===== src/rtl/fetch_pkg.sv =====
// rtl/fetch_pkg.sv - shared constants and entry packing for the fetch queue
package fetch_pkg;

  // Layout of one fetch-to-decode entry: {adef, inst[31:0], pc[31:0]}.
  localparam int FS2DS_LEN      = 65;
  localparam int FS2DS_PC_LSB   = 0;
  localparam int FS2DS_INST_LSB = 32;
  localparam int FS2DS_ADEF_BIT = 64;

  // Instruction fetches are always full 32-bit words.
  localparam logic [1:0] INST_SRAM_SIZE = 2'b10;

  function automatic logic [FS2DS_LEN-1:0] fs2ds_pack(input logic        adef,
                                                      input logic [31:0] inst,
                                                      input logic [31:0] pc);
    logic [FS2DS_LEN-1:0] e;
    e                           = '0;
    e[FS2DS_ADEF_BIT]           = adef;
    e[FS2DS_INST_LSB +: 32]     = inst;
    e[FS2DS_PC_LSB +: 32]       = pc;
    return e;
  endfunction

endpackage


===== src/rtl/fetch_sync_fifo.sv =====
// rtl/fetch_sync_fifo.sv - synchronous FIFO with flush and occupancy count
module fetch_sync_fifo
  import fetch_pkg::*;
#(
  parameter int WIDTH = 32,
  parameter int DEPTH = 2,
  localparam int PTR_W = (DEPTH > 1) ? $clog2(DEPTH) : 1,
  localparam int CNT_W = $clog2(DEPTH + 1)
) (
  input  logic             clk,
  input  logic             resetn,
  input  logic             push_i,
  input  logic [WIDTH-1:0] push_data_i,
  input  logic             pop_i,
  input  logic             flush_i,
  output logic [WIDTH-1:0] rd_data_o,
  output logic [CNT_W-1:0] count_o
);

  logic [WIDTH-1:0] mem_q [DEPTH];
  logic [PTR_W-1:0] rd_ptr_q, wr_ptr_q;
  logic [CNT_W-1:0] cnt_q;
  logic             empty, full, do_push, do_pop;

  // Pointers wrap explicitly so non-power-of-two depths work.
  function automatic logic [PTR_W-1:0] ptr_inc(input logic [PTR_W-1:0] p);
    return (32'(p) == DEPTH - 1) ? '0 : p + PTR_W'(1);
  endfunction

  assign empty   = (cnt_q == '0);
  assign full    = (32'(cnt_q) == DEPTH);
  assign do_pop  = pop_i & ~empty;
  // A push into a full FIFO is fine when the head leaves in the same cycle.
  assign do_push = push_i & (~full | do_pop);

  // Empty reads return zero so the consumer never sees stale storage.
  assign rd_data_o = empty ? '0 : mem_q[rd_ptr_q];
  assign count_o   = cnt_q;

  // Pointer and count update; flush wins over push/pop.
  always_ff @(posedge clk or negedge resetn) begin
    if (!resetn) begin
      rd_ptr_q <= '0;
      wr_ptr_q <= '0;
      cnt_q    <= '0;
    end else if (flush_i) begin
      rd_ptr_q <= '0;
      wr_ptr_q <= '0;
      cnt_q    <= '0;
    end else begin
      if (do_push) wr_ptr_q <= ptr_inc(wr_ptr_q);
      if (do_pop)  rd_ptr_q <= ptr_inc(rd_ptr_q);
      cnt_q <= cnt_q + CNT_W'(do_push) - CNT_W'(do_pop);
    end
  end

  // Storage write; contents are only observable through the count.
  always_ff @(posedge clk) begin
    if (do_push && !flush_i) mem_q[wr_ptr_q] <= push_data_i;
  end

endmodule


===== src/rtl/fetch_queue_mo.sv =====
// rtl/fetch_queue_mo.sv - multi-outstanding instruction fetch front end
module fetch_queue_mo
  import fetch_pkg::*;
#(
  parameter int          MAX_OUTSTANDING = 2,
  parameter int          QUEUE_DEPTH     = 4,
  parameter logic [31:0] RESET_PC        = 32'h1C00_0000
) (
  input  logic                 clk,
  input  logic                 resetn,
  output logic                 inst_sram_req,
  output logic                 inst_sram_wr,
  output logic [1:0]           inst_sram_size,
  output logic [3:0]           inst_sram_wstrb,
  output logic [31:0]          inst_sram_addr,
  output logic [31:0]          inst_sram_wdata,
  input  logic                 inst_sram_addr_ok,
  input  logic                 inst_sram_data_ok,
  input  logic [31:0]          inst_sram_rdata,
  input  logic                 redirect_valid,
  input  logic [31:0]          redirect_pc,
  input  logic                 fetch_stall,
  input  logic                 ds_allowin,
  output logic                 fs2ds_valid,
  output logic [FS2DS_LEN-1:0] fs2ds_bus
);

  localparam int IF_W = $clog2(MAX_OUTSTANDING + 1);
  localparam int Q_W  = $clog2(QUEUE_DEPTH + 1);

  logic [31:0]          pf_pc_q, pf_pc_d;
  logic                 halt_q, halt_d;
  logic [IF_W-1:0]      discard_q, discard_d;
  logic [IF_W-1:0]      inflight, inflight_next;
  logic [Q_W-1:0]       occupancy;
  logic [31:0]          head_pc;
  logic [FS2DS_LEN-1:0] q_head, q_push_data;
  logic                 misaligned, q_full, accept, data_keep, adef_push, q_push, q_pop;

  assign misaligned = (pf_pc_q[1:0] != 2'b00);
  assign q_full     = (32'(occupancy) >= QUEUE_DEPTH);

  // Credits count both in-flight reads and queued entries, so every response has a slot.
  assign inst_sram_req = resetn & ~redirect_valid & ~fetch_stall & ~halt_q & ~misaligned
                       & (32'(inflight) < MAX_OUTSTANDING)
                       & (32'(inflight) + 32'(occupancy) < QUEUE_DEPTH);
  assign accept        = inst_sram_req & inst_sram_addr_ok;
  assign inflight_next = inflight + IF_W'(accept) - IF_W'(inst_sram_data_ok);

  // Responses are stale while discard_cnt is non-zero, and always in a redirect cycle.
  assign data_keep = inst_sram_data_ok & (discard_q == '0) & ~redirect_valid;
  // The address-error entry waits until every older valid response has landed.
  assign adef_push = misaligned & ~halt_q & (inflight == discard_q) & ~q_full & ~redirect_valid;
  assign q_push      = data_keep | adef_push;
  assign q_push_data = adef_push ? fs2ds_pack(1'b1, 32'h0, pf_pc_q)
                                 : fs2ds_pack(1'b0, inst_sram_rdata, head_pc);
  assign q_pop       = fs2ds_valid & ds_allowin & ~redirect_valid;

  assign fs2ds_valid     = (occupancy != '0);
  assign fs2ds_bus       = q_head;
  assign inst_sram_wr    = 1'b0;
  assign inst_sram_size  = INST_SRAM_SIZE;
  assign inst_sram_wstrb = 4'h0;
  assign inst_sram_wdata = 32'h0;
  assign inst_sram_addr  = pf_pc_q;

  // PCs of accepted requests; its count is the in-flight counter.
  fetch_sync_fifo #(.WIDTH(32), .DEPTH(MAX_OUTSTANDING)) u_pc_fifo (
    .clk         (clk),
    .resetn      (resetn),
    .push_i      (accept),
    .push_data_i (pf_pc_q),
    .pop_i       (inst_sram_data_ok),
    .flush_i     (1'b0),
    .rd_data_o   (head_pc),
    .count_o     (inflight)
  );

  // Instruction queue feeding decode; emptied on redirect.
  fetch_sync_fifo #(.WIDTH(FS2DS_LEN), .DEPTH(QUEUE_DEPTH)) u_inst_queue (
    .clk         (clk),
    .resetn      (resetn),
    .push_i      (q_push),
    .push_data_i (q_push_data),
    .pop_i       (q_pop),
    .flush_i     (redirect_valid),
    .rd_data_o   (q_head),
    .count_o     (occupancy)
  );

  // Next fetch pc, halt flag and stale-response count.
  always_comb begin
    pf_pc_d   = pf_pc_q;
    halt_d    = halt_q;
    discard_d = discard_q;
    if (redirect_valid) begin
      pf_pc_d   = redirect_pc;
      halt_d    = 1'b0;
      discard_d = inflight_next;
    end else begin
      if (accept)    pf_pc_d = pf_pc_q + 32'd4;
      if (adef_push) halt_d  = 1'b1;
      if (inst_sram_data_ok && discard_q != '0) discard_d = discard_q - IF_W'(1);
    end
  end

  // Front-end state registers.
  always_ff @(posedge clk or negedge resetn) begin
    if (!resetn) begin
      pf_pc_q   <= RESET_PC;
      halt_q    <= 1'b0;
      discard_q <= '0;
    end else begin
      pf_pc_q   <= pf_pc_d;
      halt_q    <= halt_d;
      discard_q <= discard_d;
    end
  end

endmodule


===== config.mk =====
export PLATFORM = sky130hd
export DESIGN_NAME = fetch_queue_mo
export DESIGN_NICKNAME = d
export VERILOG_FILES = /design/src/rtl/fetch_pkg.sv /design/src/rtl/fetch_sync_fifo.sv /design/src/rtl/fetch_queue_mo.sv
export SDC_FILE = /design/constraint.sdc
export NUM_CORES = 1
export LEC_CHECK = 0
export ABC_AREA = 1
export CORE_MARGIN = 4
export CORE_UTILIZATION = 46
export CTS_CLUSTER_DIAMETER = 40
export DETAILED_ROUTE_END_ITERATION = 10
export GPL_ROUTABILITY_DRIVEN = 0
export PLACE_DENSITY = 0.68
export REMOVE_ABC_BUFFERS = 1
export SYNTH_ARGS = -nofsm -noshare
export SYNTH_HDL_FRONTEND = slang
export SYNTH_SLANG_ARGS = --single-unit

===== constraint.sdc =====
create_clock -name clk -period 6.9 [get_ports clk]
set_clock_uncertainty 0.2 [all_clocks]
set_input_delay 1.725 -clock clk [delete_from_list [all_inputs] [get_ports clk]]
set_output_delay 1.725 -clock clk [all_outputs]
set_load 0.005 [all_outputs]

==> impl_metrics.yaml, run 1 <==
global_route:
  grt_max_degree: 93
  grt_use_total_pct: 20.74
  grt_overflow: 0
  antenna_found_initial: 0
  grt_pass1_wl_um: 64650
  grt_pass1_vias: 11594
clocking:
  h-tree-depth: 2
  post_cts_buffers: 0
  clock-root-buffer: "clkbuf_16"
  cts_buffers: 46
  cts.clk_slew.worst_paths_ns: 0.06
  cts_sinks: 370
  cts-hold-fix-buffers: 0
  cts_buffer_depth: 3
  worstSkewPairLatency_ns: 0.54
  cts_resized: 0
  cts_tree: "done"
routing:
  viasPerCell: 5.235
  routed-wl-met3_um: 3108
  drc: 0
  wl_met1_um: 17950
  drtIter0Drc: 952
  detail-route-antenna-nets: 0
  wl_met2_um: 19370
  wl_per_cell_um: 18.05
  drt_wl_total_um: 41160
  vias: 11940
  dr.max_layer_used: "met4"
  dr.pass1.iters: 5
die:
  row_count: 69
  initial_core_util_pct: 46.68
  io-pin-count: 209
  fp.dieW_um: 198.0
  die-area_sq_mm: 0.03920
  die_h_um: 198.0
  core_area_sq_mm: 0.03557
synth:
  syn_area_per_cell_sq_um: 10.19
  synthCells: 1629
  synth-seq-cells: 370
  syn-cell-area_sq_mm: 0.01660
  synthTopCellsByArea: "edfxtp_1 59%, nor2_1 9.5%, dfrtp_1 6.5%"
  yosysUniqueCellTypes: 31
  ys_seq_area_share_pct: 65.56
  synth_top_area_share_pct: 58.60
  ys_warn_count: 0
  synth_top_area_cell: "edfxtp_1"
timing:
  setup_viol: 0
  clock.fmax_mhz: 174.6
  setup-tns-final_ns: 0
  fin_crit_ns: 5.728
  drv_slew: 0
  tightest_slew_ns: 1.148
  rsz0062_at_grt: "false"
  fin_crit_sh_pct: 83.02
  fin_hold_ws_ns: 0.3182
  setup_slack_ns: 1.172
  slew_headroom_pct: 23.40
  hold_viol: 0
power:
  power.switching_mw: 2.555
  power.density_mw_per_mm2: 390.2
  sw_frac_of_total_pct: 32.52
  irDropWorstVdd_v: 0.0002048
  intPower_mw: 5.303
  p_seq_share_pct: 39.5
  leakagePower_nw: 7.574
  pwr-share-comb_pct: 29.4
  clkPwrFrac_pct: 31.1
  total_power_mw: 7.858
worst_setup_path:
  cp_slowest_cell: "dfrtp_4"
  cpPeakStageDelay_ns: 0.74
  crit_chain: "clkinv_2, buf_4, o21ai_0, a21oi_1, clkdlybuf4s50_1"
  path_delay_family: "buffers and inverters"
  start_kind: "flop"
  worstPathArrival_ns: 3.80
  critPathBufInv: 3
  critPathMaxFanout: 92
  end_kind: "output port"
  worstPathRequired_ns: 4.97
  critical_path_class: "reg2out"
layout:
  seqCellArea_sq_mm: 0.01089
  n_antenna_cell: 0
  final_cell_mix: "414 x nor2_1, 324 x edfxtp_1, 197 x nand2_1"
  nFillCells: 3029
  final_common_cell: "nor2_1"
  utilization_pct: 56.62
  multiInputGateArea_sq_mm: 0.004757
  nNetsFinal: 1867
  area_delta_synth_final_pct: 21.31
  drive_gt1_share_pct: 6.923
placement:
  numPortBuffers: 169
  pre_cts_slack_ns: 1.768
  place_hpwl_um: 25500
worst_hold_path:
  hp-class: "reg2reg"
run_status:
  status: "finished clean"
flow_run:
  maxCapViolations: 0
## final timing paths
kind                                                      startpoint                              endpoint  slack, ns  cells after the start
worst max-delay path            u_inst_queue.rd_ptr_q[0]$_DFFE_PN0P_                         fs2ds_bus[11]       1.17                      5
worst min-delay path                              halt_q$_DFFE_PN0P_                    halt_q$_DFFE_PN0P_       0.32                      2
worst max register to register        u_pc_fifo.count_o[1]$_DFF_PN0_      u_pc_fifo.mem_q[1][28]$_DFFE_PP_       3.82                      7
worst min register to register                    halt_q$_DFFE_PN0P_                    halt_q$_DFFE_PN0P_       0.32                      2
max in group asynchronous                                     resetn  u_inst_queue.rd_ptr_q[0]$_DFFE_PN0P_       4.92                      2
min in group asynchronous                                     resetn         inst_sram_addr[2]$_DFFE_PN0P_       1.12                      2
## kinds of logic (layout without fill, tap and decap cells)
kind of cell,Yosys count,count (layout),synth area share (%)
AND/OR/NAND/NOR,709,709,16.85
AO/OA/AOI/OAI,284,284,9.089
XOR/XNOR,9,9,0.4748
buffers and inverters,241,395,6.881
flip-flops,370,370,65.56
other,2,39,0.04524
adder cells (fa/ha/maj),14,14,1.100
## cell type report
cell class,count,area share (%)
clock buffer,50,5.790
clock inverter,36,2.087
inverter,119,2.224
multi-input combinational,1055,23.62
sequential,370,54.07
tap,461,2.864
timing repair buffer,190,9.344
## sequential cells by signal, summed over array words and instances, names as in the netlist, 2 cells and up
| register | count |
|---|---|
| u_inst_queue.rd_ptr_q | 2 |
| u_inst_queue.wr_ptr_q | 2 |
| u_pc_fifo.mem_q | 64 |
| discard_q | 2 |
| u_inst_queue.mem_q | 260 |
| inst_sram_addr | 32 |
| u_inst_queue.count_o | 3 |
| u_pc_fifo.count_o | 2 |
## synth_stat cells (all sizes together)
cell type  count
xnor2          2
dfrtp         43
dfstp          3
o31ai          1
inv          117
nor2         425
xor2           7
nand4          4
clkbuf        39
a21oi         68
conb           2
nor3           2
ha            13
clkinv         2
edfxtp       324
o211ai        34
or2            2
and3           1
nand2        200
o21ai        181
nand3         75
buf           83
fa             1
## worst register-to-register path, stage by stage (launching register included)
cell     delay, ns
dfrtp_1       0.47
ha_1          0.32
nand2_1       0.06
nor2_1        0.06
nor3_1        0.24
nand2_1       0.22
nor2_2        0.73
buf_4         0.44
## routing by layer
layer | vias to the layer above | GRT usage (%)
met2 | 444 | 33.41
met3 | 58 | 3.352
met4 | 0 | 4.820
li1 | 5741 | -
met1 | 5697 | 29.97
met5 | - | 0
## per-stage QoR
step,instances,area [sq um]
detailed placement,2195,18550
global route,2281,20140
floorplan,1544,16050
CTS,2281,20140
finish,2281,20140
global placement,2195,18550
## power by group through the flow
stage	Clock, mW	Combinational [mW]	Sequential, mW
after floorplan	0	1.17	3.14
after global placement	0	2.27	3.14
after detailed placement	0	2.34	3.14
after CTS	2.48	2.35	3.10
after global routing	2.59	2.61	3.13
final	2.44	2.31	3.10
(Power assumes the default switching activity.)
==> inputs of run 2 (changes only) <==
==> constraint.sdc (replaced) <==
create_clock -name clk -period 5.3 [get_ports clk]
set_clock_uncertainty 0.2 [all_clocks]
set_input_delay 1.325 -clock clk [delete_from_list [all_inputs] [get_ports clk]]
set_output_delay 1.325 -clock clk [all_outputs]
set_load 0.005 [all_outputs]
==> run 2 against run 1 <==
Against the previous run:
- final cell count grew 0.35%
- routed wire length shrank 0.96%
- highest routed layer unchanged
- cell area grew 0.45%
- largest cell class unchanged
- critical endpoint is now fs2ds_bus[29]
- sequential power grew 29%
- clock power grew 30%
- largest power group unchanged
==> impl_metrics.yaml, run 2 (synthesis results as in run 1) <==
timing:
  clock.fmax_mhz: 220.7
  setup-tns-final_ns: 0
  fin_crit_sh_pct: 85.48
  tightest_slew_ns: 1.151
  fin_crit_ns: 4.530
  setup_slack_ns: 0.7698
  fin_hold_ws_ns: 0.3110
  setup_viol: 0
  rsz0062_at_grt: "false"
  drv_slew: 0
  hold_viol: 0
  slew_headroom_pct: 23.16
clocking:
  cts.clk_slew.worst_paths_ns: 0.05
  h-tree-depth: 2
  cts_resized: 0
  clock-root-buffer: "clkbuf_16"
  cts_buffer_depth: 3
  worstSkewPairLatency_ns: 0.56
  cts_sinks: 370
  cts_tree: "done"
  cts_buffers: 47
  post_cts_buffers: 0
  cts-hold-fix-buffers: 0
placement:
  numPlacedInstances: 2201
  pre_cts_slack_ns: 0.8501
  place_hpwl_um: 24970
  numPortBuffers: 169
routing:
  detail-route-antenna-nets: 0
  wl_per_cell_um: 17.81
  dr.pass1.iters: 5
  viasPerCell: 5.198
  drc: 0
  vias: 11898
  drt_wl_total_um: 40770
  drtIter0Drc: 1023
power:
  intPower_mw: 6.911
  sw_frac_of_total_pct: 32.41
  p_seq_share_pct: 39.2
  leakagePower_nw: 7.622
  power.switching_mw: 3.314
  irDropWorstVdd_v: 0.0003195
  total_power_mw: 10.22
  pwr-share-comb_pct: 29.8
  clkPwrFrac_pct: 31.0
  power.density_mw_per_mm2: 505.4
global_route:
  grt_use_total_pct: 20.49
  antenna_found_initial: 0
  grt_pass1_vias: 11497
  grt_max_degree: 68
  grt_overflow: 0
  grt_pass1_wl_um: 63180
layout:
  top_register: "u_inst_queue.mem_q"
  final_common_cell: "nor2_1"
  final_cell_mix: "414 x nor2_1, 324 x edfxtp_1, 197 x nand2_1"
  nNetsFinal: 1874
  largest_reg_flops: 260
  area_delta_synth_final_pct: 21.85
  fin_cells: 2289
  nFillCells: 3047
  drive_gt1_share_pct: 7.330
  n_antenna_cell: 0
worst_setup_path:
  start_kind: "flop"
  reg2reg_slack_ns: 2.40
  critical_path_class: "reg2out"
  critPathMaxFanout: 66
  end_kind: "output port"
  worstPathArrival_ns: 3.01
  crit_chain: "clkinv_2, buf_4, o21ai_0, a21oi_1, clkdlybuf4s50_1"
  worstPathRequired_ns: 3.77
  cpPeakStageDelay_ns: 0.69
  cp_slowest_cell: "dfrtp_4"
flow_run:
  maxCapViolations: 0
die:
  die_h_um: 198.0
  io-pin-count: 209
  fp.dieW_um: 198.0
  row_count: 69
  die-area_sq_mm: 0.03920
  initial_core_util_pct: 46.68
  core_area_sq_mm: 0.03557
worst_hold_path:
  hp-class: "reg2reg"
run_status:
  status: "finished clean"
==> run 2: cell count changes in the layout (fill, tap and decap cells not counted), sizes merged <==
cell      before  now
clkbuf        50   57
clkinv        19   20
buf           22   28
inv          123  121
clkinvlp       6    4
bufinv         7    5
==> run 2: final timing paths <==
| kind | startpoint | endpoint | cells past startpoint |
|---|---|---|---|
| setup reg to reg | inst_sram_addr[1]$_DFFE_PN0P_ | u_inst_queue.mem_q[0][6]$_DFFE_PP_ | 8 |
| hold / removal | halt_q$_DFFE_PN0P_ | halt_q$_DFFE_PN0P_ | 2 |
| hold reg to reg | halt_q$_DFFE_PN0P_ | halt_q$_DFFE_PN0P_ | 2 |
| max in group asynchronous | resetn | u_inst_queue.rd_ptr_q[0]$_DFFE_PN0P_ | 2 |
| min in group asynchronous | resetn | u_pc_fifo.count_o[1]$_DFF_PN0_ | 2 |
| setup / recovery | u_inst_queue.rd_ptr_q[0]$_DFFE_PN0P_ | fs2ds_bus[29] | 5 |
==> run 2: cell type report <==
type / count / area [sq um] / area share [%]
inverter: 119 / 447.9 / 2.214
tap: 461 / 576.8 / 2.851
clock inverter: 31 / 349.1 / 1.726
clock buffer: 57 / 1245 / 6.154
multi-input combinational: 1055 / 4757 / 23.52
sequential: 370 / 10890 / 53.83
timing repair buffer: 196 / 1964 / 9.711
==> run 2: metrics by stage <==
step	area, sq um	util [%]
detailed placement	18640	52.39
CTS	20230	56.87
global route	20230	56.87
finish	20230	56.87
floorplan	16050	-
global placement	18640	52.39
==> run 2: power groups by stage <==
stage               clock network (mW)  registers (mW)  logic, mW
global route                      3.36            4.04       3.43
CTS                               3.22            4.00       3.10
finish                            3.17            4.01       3.05
global placement                     0            4.05       3.00
detailed placement                   0            4.06       3.08
floorplan                            0            4.09       1.52
==> run 2: routing by layer <==
metal / vias up / routed length (um) / global-route usage [%]
met3: 56 / 2605 / 3.080
met1: 5701 / 18000 / 29.40
li1: 5757 / - / -
met2: 384 / 19370 / 33.22
met5: - / 0 / 0
met4: 0 / 785 / 5.152
==> run 2: critical path: cells and delay by family, from the launching register on <==
kind | cells | cell delay [ns]
AOI/OAI and AO/OA | 2 | 0.45
buffers and inverters | 3 | 1.26
DFF | 1 | 0.69
